==> config.mk <==
export PLATFORM = sky130hd
export DESIGN_NAME = freq_generator_flat
export DESIGN_NICKNAME = d
export VERILOG_FILES = /design/src/rtl/freq_gen_if.sv /design/src/rtl/freq_generator.sv /design/src/flat_wrapper.sv
export SDC_FILE = /design/constraint.sdc
export NUM_CORES = 1
export LEC_CHECK = 0
export BUFFER_PORTS_ARGS = -buffer_cell sky130_fd_sc_hd__clkbuf_2
export CORE_MARGIN = 1.5
export CORE_UTILIZATION = 30
export CTS_CLUSTER_DIAMETER = 150
export CTS_CLUSTER_SIZE = 20
export DETAILED_ROUTE_END_ITERATION = 6
export MAX_ROUTING_LAYER = met4
export SYNTH_ARGS = -nofsm -noshare
export SYNTH_HDL_FRONTEND = slang
export SYNTH_SLANG_ARGS = --single-unit
==> constraint.sdc <==
create_clock -name clk -period 4.54 [get_ports clk]
set_input_delay 0.454 -clock clk [delete_from_list [all_inputs] [get_ports clk]]
set_output_delay 0.454 -clock clk [all_outputs]
set_load 0.05 [all_outputs]
==> src/rtl/freq_gen_if.sv <==
// Configuration and waveform bundle for the programmable square-wave source.
// master: drives enable/freq_req/load, observes status and waveform.
// slave : the generator; drives busy/cfg_err/half_period/wave_out/edge_strb.
interface freq_gen_if #(
    parameter int unsigned WIDTH = 32
);
    logic             enable;
    logic [WIDTH-1:0] freq_req;
    logic             load;
    logic             busy;
    logic             cfg_err;
    logic [WIDTH-1:0] half_period;
    logic             wave_out;
    logic             edge_strb;

    modport master (
        output enable, freq_req, load,
        input  busy, cfg_err, half_period, wave_out, edge_strb
    );

    modport slave (
        input  enable, freq_req, load,
        output busy, cfg_err, half_period, wave_out, edge_strb
    );
endinterface

==> src/rtl/freq_generator.sv <==
// Programmable square-wave source.
// A requested frequency (Hz) is range-checked and turned into a half-period
// in clk cycles by a bit-serial restoring divider (CLK_HZ / (2*freq_req)).
// A phase counter then toggles wave_out every half_period cycles; a new
// half-period is only adopted at a toggle boundary so phases never glitch.
// Ports:
//   clk         system clock, all state on the rising edge
//   rst_n       asynchronous active-low reset
//   bus.enable  1 = run the waveform, 0 = hold wave_out low
//   bus.freq_req/bus.load  request, captured on a load strobe when idle
//   bus.busy    check/divide in progress (loads ignored)
//   bus.cfg_err last request rejected (zero or above CLK_HZ/2)
//   bus.half_period committed half-period in clk cycles
//   bus.wave_out/bus.edge_strb  waveform and its rising-edge pulse
module freq_generator #(
    parameter int unsigned CLK_HZ = 100000000,
    parameter int unsigned WIDTH  = 32
) (
    input  logic      clk,
    input  logic      rst_n,
    freq_gen_if.slave bus
);

    localparam int unsigned DW = WIDTH + 1;      // divisor / remainder width
    localparam int unsigned RW = WIDTH + 2;      // shifted remainder width
    localparam int unsigned SW = $clog2(WIDTH);  // divide step counter width

    localparam logic [1:0] ST_IDLE  = 2'd0;
    localparam logic [1:0] ST_CHECK = 2'd1;
    localparam logic [1:0] ST_DIV   = 2'd2;

    // Configuration FSM and divider state
    logic [1:0]       state_q,   state_d;
    logic [WIDTH-1:0] freq_q,    freq_d;
    logic [DW-1:0]    den_q,     den_d;
    logic [DW-1:0]    rem_q,     rem_d;
    logic [WIDTH-1:0] quo_q,     quo_d;
    logic [SW-1:0]    step_q,    step_d;
    logic             busy_q,    busy_d;
    logic             cfg_err_q, cfg_err_d;
    logic [WIDTH-1:0] half_q,    half_d;

    // Waveform generator state
    logic [WIDTH-1:0] count_q;
    logic [WIDTH-1:0] active_q;
    logic             wave_q;
    logic             strb_q;

    // Divider datapath
    logic [DW-1:0] den_c;
    logic [RW-1:0] rem_shift_c;
    logic [RW-1:0] rem_sub_c;
    logic          take_c;

    // Waveform control
    logic             running_c;
    logic [WIDTH-1:0] last_c;

    // 2*freq_req computed one bit wider so it can never overflow
    assign den_c       = {freq_q, 1'b0};
    // Restoring step: bring the next dividend bit into the remainder
    assign rem_shift_c = {rem_q, quo_q[WIDTH-1]};
    assign take_c      = (rem_shift_c >= {1'b0, den_q});
    assign rem_sub_c   = rem_shift_c - {1'b0, den_q};

    // FSM state register
    always_ff @(posedge clk or negedge rst_n) begin
        if (!rst_n) begin
            state_q   <= ST_IDLE;
            freq_q    <= '0;
            den_q     <= '0;
            rem_q     <= '0;
            quo_q     <= '0;
            step_q    <= '0;
            busy_q    <= 1'b0;
            cfg_err_q <= 1'b0;
            half_q    <= '0;
        end else begin
            state_q   <= state_d;
            freq_q    <= freq_d;
            den_q     <= den_d;
            rem_q     <= rem_d;
            quo_q     <= quo_d;
            step_q    <= step_d;
            busy_q    <= busy_d;
            cfg_err_q <= cfg_err_d;
            half_q    <= half_d;
        end
    end

    // FSM next-state and datapath updates
    always_comb begin
        state_d   = state_q;
        freq_d    = freq_q;
        den_d     = den_q;
        rem_d     = rem_q;
        quo_d     = quo_q;
        step_d    = step_q;
        cfg_err_d = cfg_err_q;
        half_d    = half_q;

        case (state_q)
            ST_IDLE: begin
                if (bus.load) begin
                    freq_d  = bus.freq_req;
                    state_d = ST_CHECK;
                end
            end
            ST_CHECK: begin
                if ((freq_q == '0) || (den_c > DW'(CLK_HZ))) begin
                    cfg_err_d = 1'b1;
                    state_d   = ST_IDLE;
                end else begin
                    cfg_err_d = 1'b0;
                    den_d     = den_c;
                    rem_d     = '0;
                    quo_d     = WIDTH'(CLK_HZ);
                    step_d    = '0;
                    state_d   = ST_DIV;
                end
            end
            ST_DIV: begin
                rem_d  = take_c ? DW'(rem_sub_c) : DW'(rem_shift_c);
                quo_d  = {quo_q[WIDTH-2:0], take_c};
                step_d = step_q + SW'(1);
                if (step_q == SW'(WIDTH - 1)) begin
                    half_d  = {quo_q[WIDTH-2:0], take_c};
                    state_d = ST_IDLE;
                end
            end
            default: begin
                state_d = ST_IDLE;
            end
        endcase

        busy_d = (state_d != ST_IDLE);
    end

    assign running_c = bus.enable && (active_q != '0);
    assign last_c    = active_q - WIDTH'(1);

    // Phase counter; half_d is used so a commit coinciding with a toggle
    // is picked up on that same toggle
    always_ff @(posedge clk or negedge rst_n) begin
        if (!rst_n) begin
            count_q  <= '0;
            active_q <= '0;
            wave_q   <= 1'b0;
            strb_q   <= 1'b0;
        end else if (!running_c) begin
            count_q  <= '0;
            active_q <= half_d;
            wave_q   <= 1'b0;
            strb_q   <= 1'b0;
        end else if (count_q == last_c) begin
            count_q  <= '0;
            active_q <= half_d;
            wave_q   <= ~wave_q;
            strb_q   <= ~wave_q;
        end else begin
            count_q  <= count_q + WIDTH'(1);
            strb_q   <= 1'b0;
        end
    end

    assign bus.busy        = busy_q;
    assign bus.cfg_err     = cfg_err_q;
    assign bus.half_period = half_q;
    assign bus.wave_out    = wave_q;
    assign bus.edge_strb   = strb_q;

endmodule

==> src/flat_wrapper.sv <==
// flat-port wrapper written by rule: the top's interface ports become plain ports
module freq_generator_flat 
#(
    parameter int unsigned CLK_HZ = 100000000,
    parameter int unsigned WIDTH  = 32
)
  (clk, rst_n, bus_enable, bus_freq_req, bus_load, bus_busy, bus_cfg_err, bus_half_period, bus_wave_out, bus_edge_strb);
  freq_gen_if #(.WIDTH(WIDTH)) bus_i ();
  input  logic clk;
  input  logic rst_n;
  input wire logic [$bits(bus_i.enable)-1:0] bus_enable;
  input wire logic [$bits(bus_i.freq_req)-1:0] bus_freq_req;
  input wire logic [$bits(bus_i.load)-1:0] bus_load;
  output wire logic [$bits(bus_i.busy)-1:0] bus_busy;
  output wire logic [$bits(bus_i.cfg_err)-1:0] bus_cfg_err;
  output wire logic [$bits(bus_i.half_period)-1:0] bus_half_period;
  output wire logic [$bits(bus_i.wave_out)-1:0] bus_wave_out;
  output wire logic [$bits(bus_i.edge_strb)-1:0] bus_edge_strb;
  assign bus_i.enable = bus_enable;
  assign bus_i.freq_req = bus_freq_req;
  assign bus_i.load = bus_load;
  assign bus_busy = bus_i.busy;
  assign bus_cfg_err = bus_i.cfg_err;
  assign bus_half_period = bus_i.half_period;
  assign bus_wave_out = bus_i.wave_out;
  assign bus_edge_strb = bus_i.edge_strb;
  freq_generator #(.CLK_HZ(CLK_HZ), .WIDTH(WIDTH)) u_core (.clk(clk), .rst_n(rst_n), .bus(bus_i));
endmodule
# == Word level (Yosys, flattened, before mapping) ==
# Index checks and enable logic that the tools add are counted.
# word_totals
regBits,236
in_bits,36
out_inout_bits,36
elab_cells,59
# op_classes
n_addsub,4
n_lt_le_gt_ge,2
eq_ne,6
mux,22
n_bitwise,2
reduce_logical,10
# op_table
op,n
$mux 32,7
$mux 33,2
$pmux 33 s2,1
$pmux 32 s2,1
$ge 34x33->1,1
$gt 33x27->1 const B,1
$sub 33x33->33,1
$add 32x1->32 const B,1
$eq 32x32->1,1
$logic_not 32->1,1
$reduce_bool 32->1,1
$sub 32x1->32 const B,1
$pmux 5 s2,1
$mux 2,3
$pmux 2 s3,1
$reduce_and 2->1,3
$add 5x1->5 const B,1
$eq 5x5->1 const B,1
$mux 1,5
$mux 5,1
$ne 2x2->1 const B,2
$reduce_bool 2->1,2
$eq 2x1->1 const B,1
$eq 2x2->1 const B,1
4 further kinds,5

# == Longest topological paths before layout ==
# logic_depth
word_depth,5
mapped_depth,15
ltp_nobuf,12

# == Worst setup path after synthesis ==
# No wires, ideal clock.
# synth_timing
path_kind,reg-to-reg
start,register u_core.active_q[12]
end,register u_core.active_q[10]
setup_time_ps,127
t_arrival_ps,3183
required_time_ps,4413
slack_ps,1230
stages_incl_launch_ff,13
path_buffers,3
synth_period_minus_slack_ps,3310
cell_sequence,dfrtp_1 or3_1 buf_2 or3_4 or3_1 o31a_1 nor4_2 nand4b_1 nor4_2 or2_1 buf_6 buf_6 mux2_1
# synth_between
elab_chain_cells,3
word_cells_on_any_way,6
classes_between,1 x add/sub; 2 x eq/ne; 1 x mux; 2 x reduce/logical
# synth_rtl
item,line,text
"start, declared",freq_generator.sv:45,logic [WIDTH-1:0] active_q;
"start signal, assigned",freq_generator.sv:152,active_q <= half_d;
"start signal, assigned",freq_generator.sv:157,active_q <= half_d;
$sub 32x1->32 / $reduce_bool 32->1 (equally long branches),"freq_generator.sv:140, freq_generator.sv:139",
$eq 32x32->1 / $logic_and 1x1->1 (equally long branches),"freq_generator.sv:155, freq_generator.sv:139",
$ne 2x2->1 (no line) / $mux 32 (equally long branches),-,
# Several ways; a longest one is shown, not always the timed one.
# A chain may end at the register's enable or synchronous reset.

# == Worst setup path in the final report ==
# layout_timing
start,register u_core.active_q[0]
end,register u_core.active_q[5]
# Same word-level chain as after synthesis.

==> impl_summary.log <==
INFO  metric synth_area = 12,400 µm²
INFO  metric comb_power_share = 0.457
INFO  metric placed_cells = 1,773
INFO  metric criticalPathCategory = reg2reg
INFO  metric synth_largest_type_area_fraction = 0.475
INFO  metric reg2regPathDepth = 10
INFO  metric fin_crit = 3.95 ns
INFO  metric num_vias = 8,912
INFO  metric worst_setup_end_kind = flop
INFO  metric num-nets-final = 1,331
INFO  metric synth_top_area_cell = sky130_fd_sc_hd__dfrtp_1
INFO  metric met1_usage = 0.191
INFO  metric global_route_congestion_overflow_total = 0
INFO  metric detailedRoute.firstIterationViolations = 417
INFO  metric cts_tree = done
INFO  metric floorplan.die.height = 207 µm
INFO  metric run_status = finished clean
INFO  metric first_drt_pass_iteration_count = 5
INFO  metric setup_violations = 0
INFO  metric worstHoldPathType = in2async
INFO  metric drt_wl_total = 28.0 mm
INFO  metric syn_inst = 1,208
INFO  metric warning_count_from_the_yosys_run = 0
INFO  metric power.switching = 0.00278 W
INFO  metric crit_path_launch_type = flop
INFO  metric routedWlPerCell = 15.7 µm
INFO  metric coreArea = 40,800 µm²
INFO  metric routabilityCongestion = 0.868
INFO  metric drcViolationCount = 0
INFO  metric share_of_the_synthesized_area_in_compound_gates_ao_oa_aoi_oai = 0.105
INFO  metric h-tree-depth = 1
INFO  metric drt.antenna.violating_nets = 0
INFO  metric die_area = 42,700 µm²
INFO  metric worst_vdd_ir = 0.304 mV
INFO  metric slew_hr = 0.244
INFO  metric clkTransAtPathRegs = 0.09 ns
INFO  metric worst-endpoint-arrival = 4.32 ns
INFO  metric xor_and_xnor_area_share_after_synthesis = 0.0648
INFO  metric power.density_cell_area = 538 nW/µm²
INFO  metric power_switching_share = 0.375
INFO  metric start_util = 0.305
INFO  metric synth_async_sr_flop_share = 1.00
INFO  metric boundaryPins = 72
INFO  metric antenna_cells = 0
INFO  metric max_freq = 253 MHz
INFO  metric leakagePower = 6.43 nW
INFO  metric power.sequential.fraction = 0.362
INFO  metric cts_resized = 0
INFO  metric synth_edf_count = 0
INFO  metric place.detailed.hpwl = 20.0 mm
INFO  metric netlist-cell-type-count = 68
INFO  metric port_buffers = 71
INFO  metric final_cell_count_no_fill = 1,789
INFO  metric cp.required = 4.91 ns
INFO  metric timing.final.max_slew_violations = 0
INFO  metric clock_tree.buffer_depth = 3
INFO  metric grt_pass1_wl = 47.1 mm
INFO  metric post-synth-top-count-cell = sky130_fd_sc_hd__dfrtp_1
INFO  metric synth_simple_gate_area_frac = 0.152
INFO  metric synth_flop_cell = sky130_fd_sc_hd__dfrtp_1
INFO  metric clock_power_share = 0.180
INFO  metric synth.cells.most_frequent = 236 x sky130_fd_sc_hd__dfrtp_1, 119 x sky130_fd_sc_hd__nand2_1, 105 x sky130_fd_sc_hd__nor2_1
INFO  metric clk_latency = 0.48 ns
INFO  metric met2_track_usage_gr = 0.216
INFO  metric areaGrowthSynthToFinish = 10.7%
INFO  metric first_global_vias = 9,061
INFO  metric worst_clock_skew = 0.0111 ns
INFO  metric synth.top_cells.by_area = sky130_fd_sc_hd__dfrtp_1 47%, sky130_fd_sc_hd__mux2_2 8.8%, sky130_fd_sc_hd__xnor2_1 3.8%
INFO  metric synth.area.mux_share = 0.131
INFO  metric vias_per_cell = 4.98
INFO  metric yosysSeqAreaShare = 0.475
INFO  metric power.internal = 0.00464 W
INFO  metric power = 0.00742 W
INFO  metric syn_nets = 1,281
INFO  metric worst_slew_pin_slew = 1.13 ns
INFO  metric tritoncts.num_buffers = 15
INFO  metric post_cts_hold_buffer_count = 0
INFO  metric ctsRootBufferMaster = sky130_fd_sc_hd__clkbuf_16
INFO  metric synth_area_per_cell = 10.3 µm²
INFO  metric postCtsSetupBuffers = 0
INFO  metric clkSinkCount = 236
INFO  metric antenna_found_initial = 0
INFO  metric layout-drive-gt1-share = 0.173
INFO  metric cp_max_fo = 28
INFO  metric core.rowCount = 74
INFO  metric synth_adder_area_share = 0.0378
INFO  metric cap_viol_max_count = 0
INFO  metric gr-usage-all-layers = 0.138
INFO  metric totalNegativeSetupSlack = 0 ns
INFO  metric unrepaired_setup_endpoints_after_global_routing = no
INFO  metric yosys_register_bits = 236
INFO  metric die_w = 207 µm
INFO  metric final.period_utilization = 0.871
INFO  metric timing.final.hold_violations = 0
INFO  metric synth_top_family_by_area = simple AND/OR/NAND/NOR gates
INFO  metric grt.busiest_layer = met2
INFO  metric pin_count_of_the_biggest_net_entering_global_routing = 128
INFO  metric grt_util_met3 = 0.0195
-- registers in the layout, indices dropped and copies added (netlist names) --
| register | cells |
|---|---|
| u_core.rem_q | 33 |
| u_core.active_q | 32 |
| u_core.bus.half_period | 32 |
| u_core.count_q | 32 |
| u_core.den_q | 32 |
| u_core.freq_q | 32 |
| u_core.quo_q | 32 |
| u_core.step_q | 5 |
| u_core.state_q | 2 |
| u_core.bus.busy | 1 |
| u_core.bus.cfg_err | 1 |
| u_core.bus.edge_strb | 1 |
| u_core.bus.wave_out | 1 |
-- worst paths after layout --
path,start,end,slack [ns]
setup / recovery,u_core.active_q[0],u_core.active_q[5],0.59
min in group clk,bus_freq_req[9],u_core.freq_q[9],0.20
setup reg to reg,u_core.active_q[0],u_core.active_q[5],0.59
hold / removal,rst_n,u_core.freq_q[12],0.08
max in group asynchronous,rst_n,u_core.bus.half_period[15],3.23
hold reg to reg,u_core.step_q[3],u_core.step_q[3],0.49
-- critical path, cell delays in order (launching register included) --
cell and delay (ns):
sky130_fd_sc_hd__dfrtp_1 0.45, sky130_fd_sc_hd__nor4_1 0.63, sky130_fd_sc_hd__nand3_1 0.51, sky130_fd_sc_hd__or3_1 0.49, sky130_fd_sc_hd__a21o_1 0.18, sky130_fd_sc_hd__a211oi_1 0.29
sky130_fd_sc_hd__nand4b_1 0.16, sky130_fd_sc_hd__nor4_2 0.22, sky130_fd_sc_hd__or2_2 0.18, sky130_fd_sc_hd__buf_4 0.34, sky130_fd_sc_hd__mux2_2 0.38
-- metrics by stage --
stage	setup WS, ns	cell area, µm²	util	hold WS, ns
5_1_grt	0.292	13800	0.337	0.159
3_3_place_gp	0.729	13400	0.327	0.470
6_report	0.585	13800	0.337	0.0790
4_1_cts	0.616	13800	0.337	0.120
3_5_place_dp	0.633	13400	0.327	0.470
2_1_floorplan	1.23	12400	-	0.158
-- placed cells by master, fill, tap and decap left out, drive strengths merged, types with 44 or more instances in the layout --
cell type	netlist	routed
a21oi	44	44
clkbuf	38	85
dfrtp	236	236
inv	48	48
mux2	122	122
nand2	119	119
nand3	47	47
nor2	105	105
o21ai	54	54
xnor2	54	54
-- power by group through the flow --
stage / logic (W) / clock network [W] / registers (W)
after floorplan: 0.00273 / 0 / 0.00264
after global placement: 0.00336 / 0 / 0.00272
after detailed placement: 0.00338 / 0 / 0.00273
after CTS: 0.00340 / 0.00140 / 0.00269
after global routing: 0.00382 / 0.00147 / 0.00274
final: 0.00339 / 0.00134 / 0.00269
-- final cells by class --
cell class	instances	area, µm²
fill	4115	27100
sequential	236	5910
timing repair buffer	87	485
tap	532	666
clock buffer	15	375
clock inverter	1	30.0
multi-input combinational	870	6130
inverter	48	180
-- layer usage --
layer	vias up	wire [µm]
met5	-	0
met4	0	401
met3	27	1040
met2	139	12500
met1	4385	14100
li1	4361	-
-- cell families (layout without fill, tap and decap cells) --
group                    Yosys count  count (layout)
AND/OR/NAND/NOR                  394             394
multiplexers                     147             147
flip-flops                       236             236
buffers and inverters            102             151
adder cells (fa/ha/maj)           37              37
AO/OA/AOI/OAI                    200             200
XOR/XNOR                          92              92
Note: power is estimated with default switching activity, not from simulation.
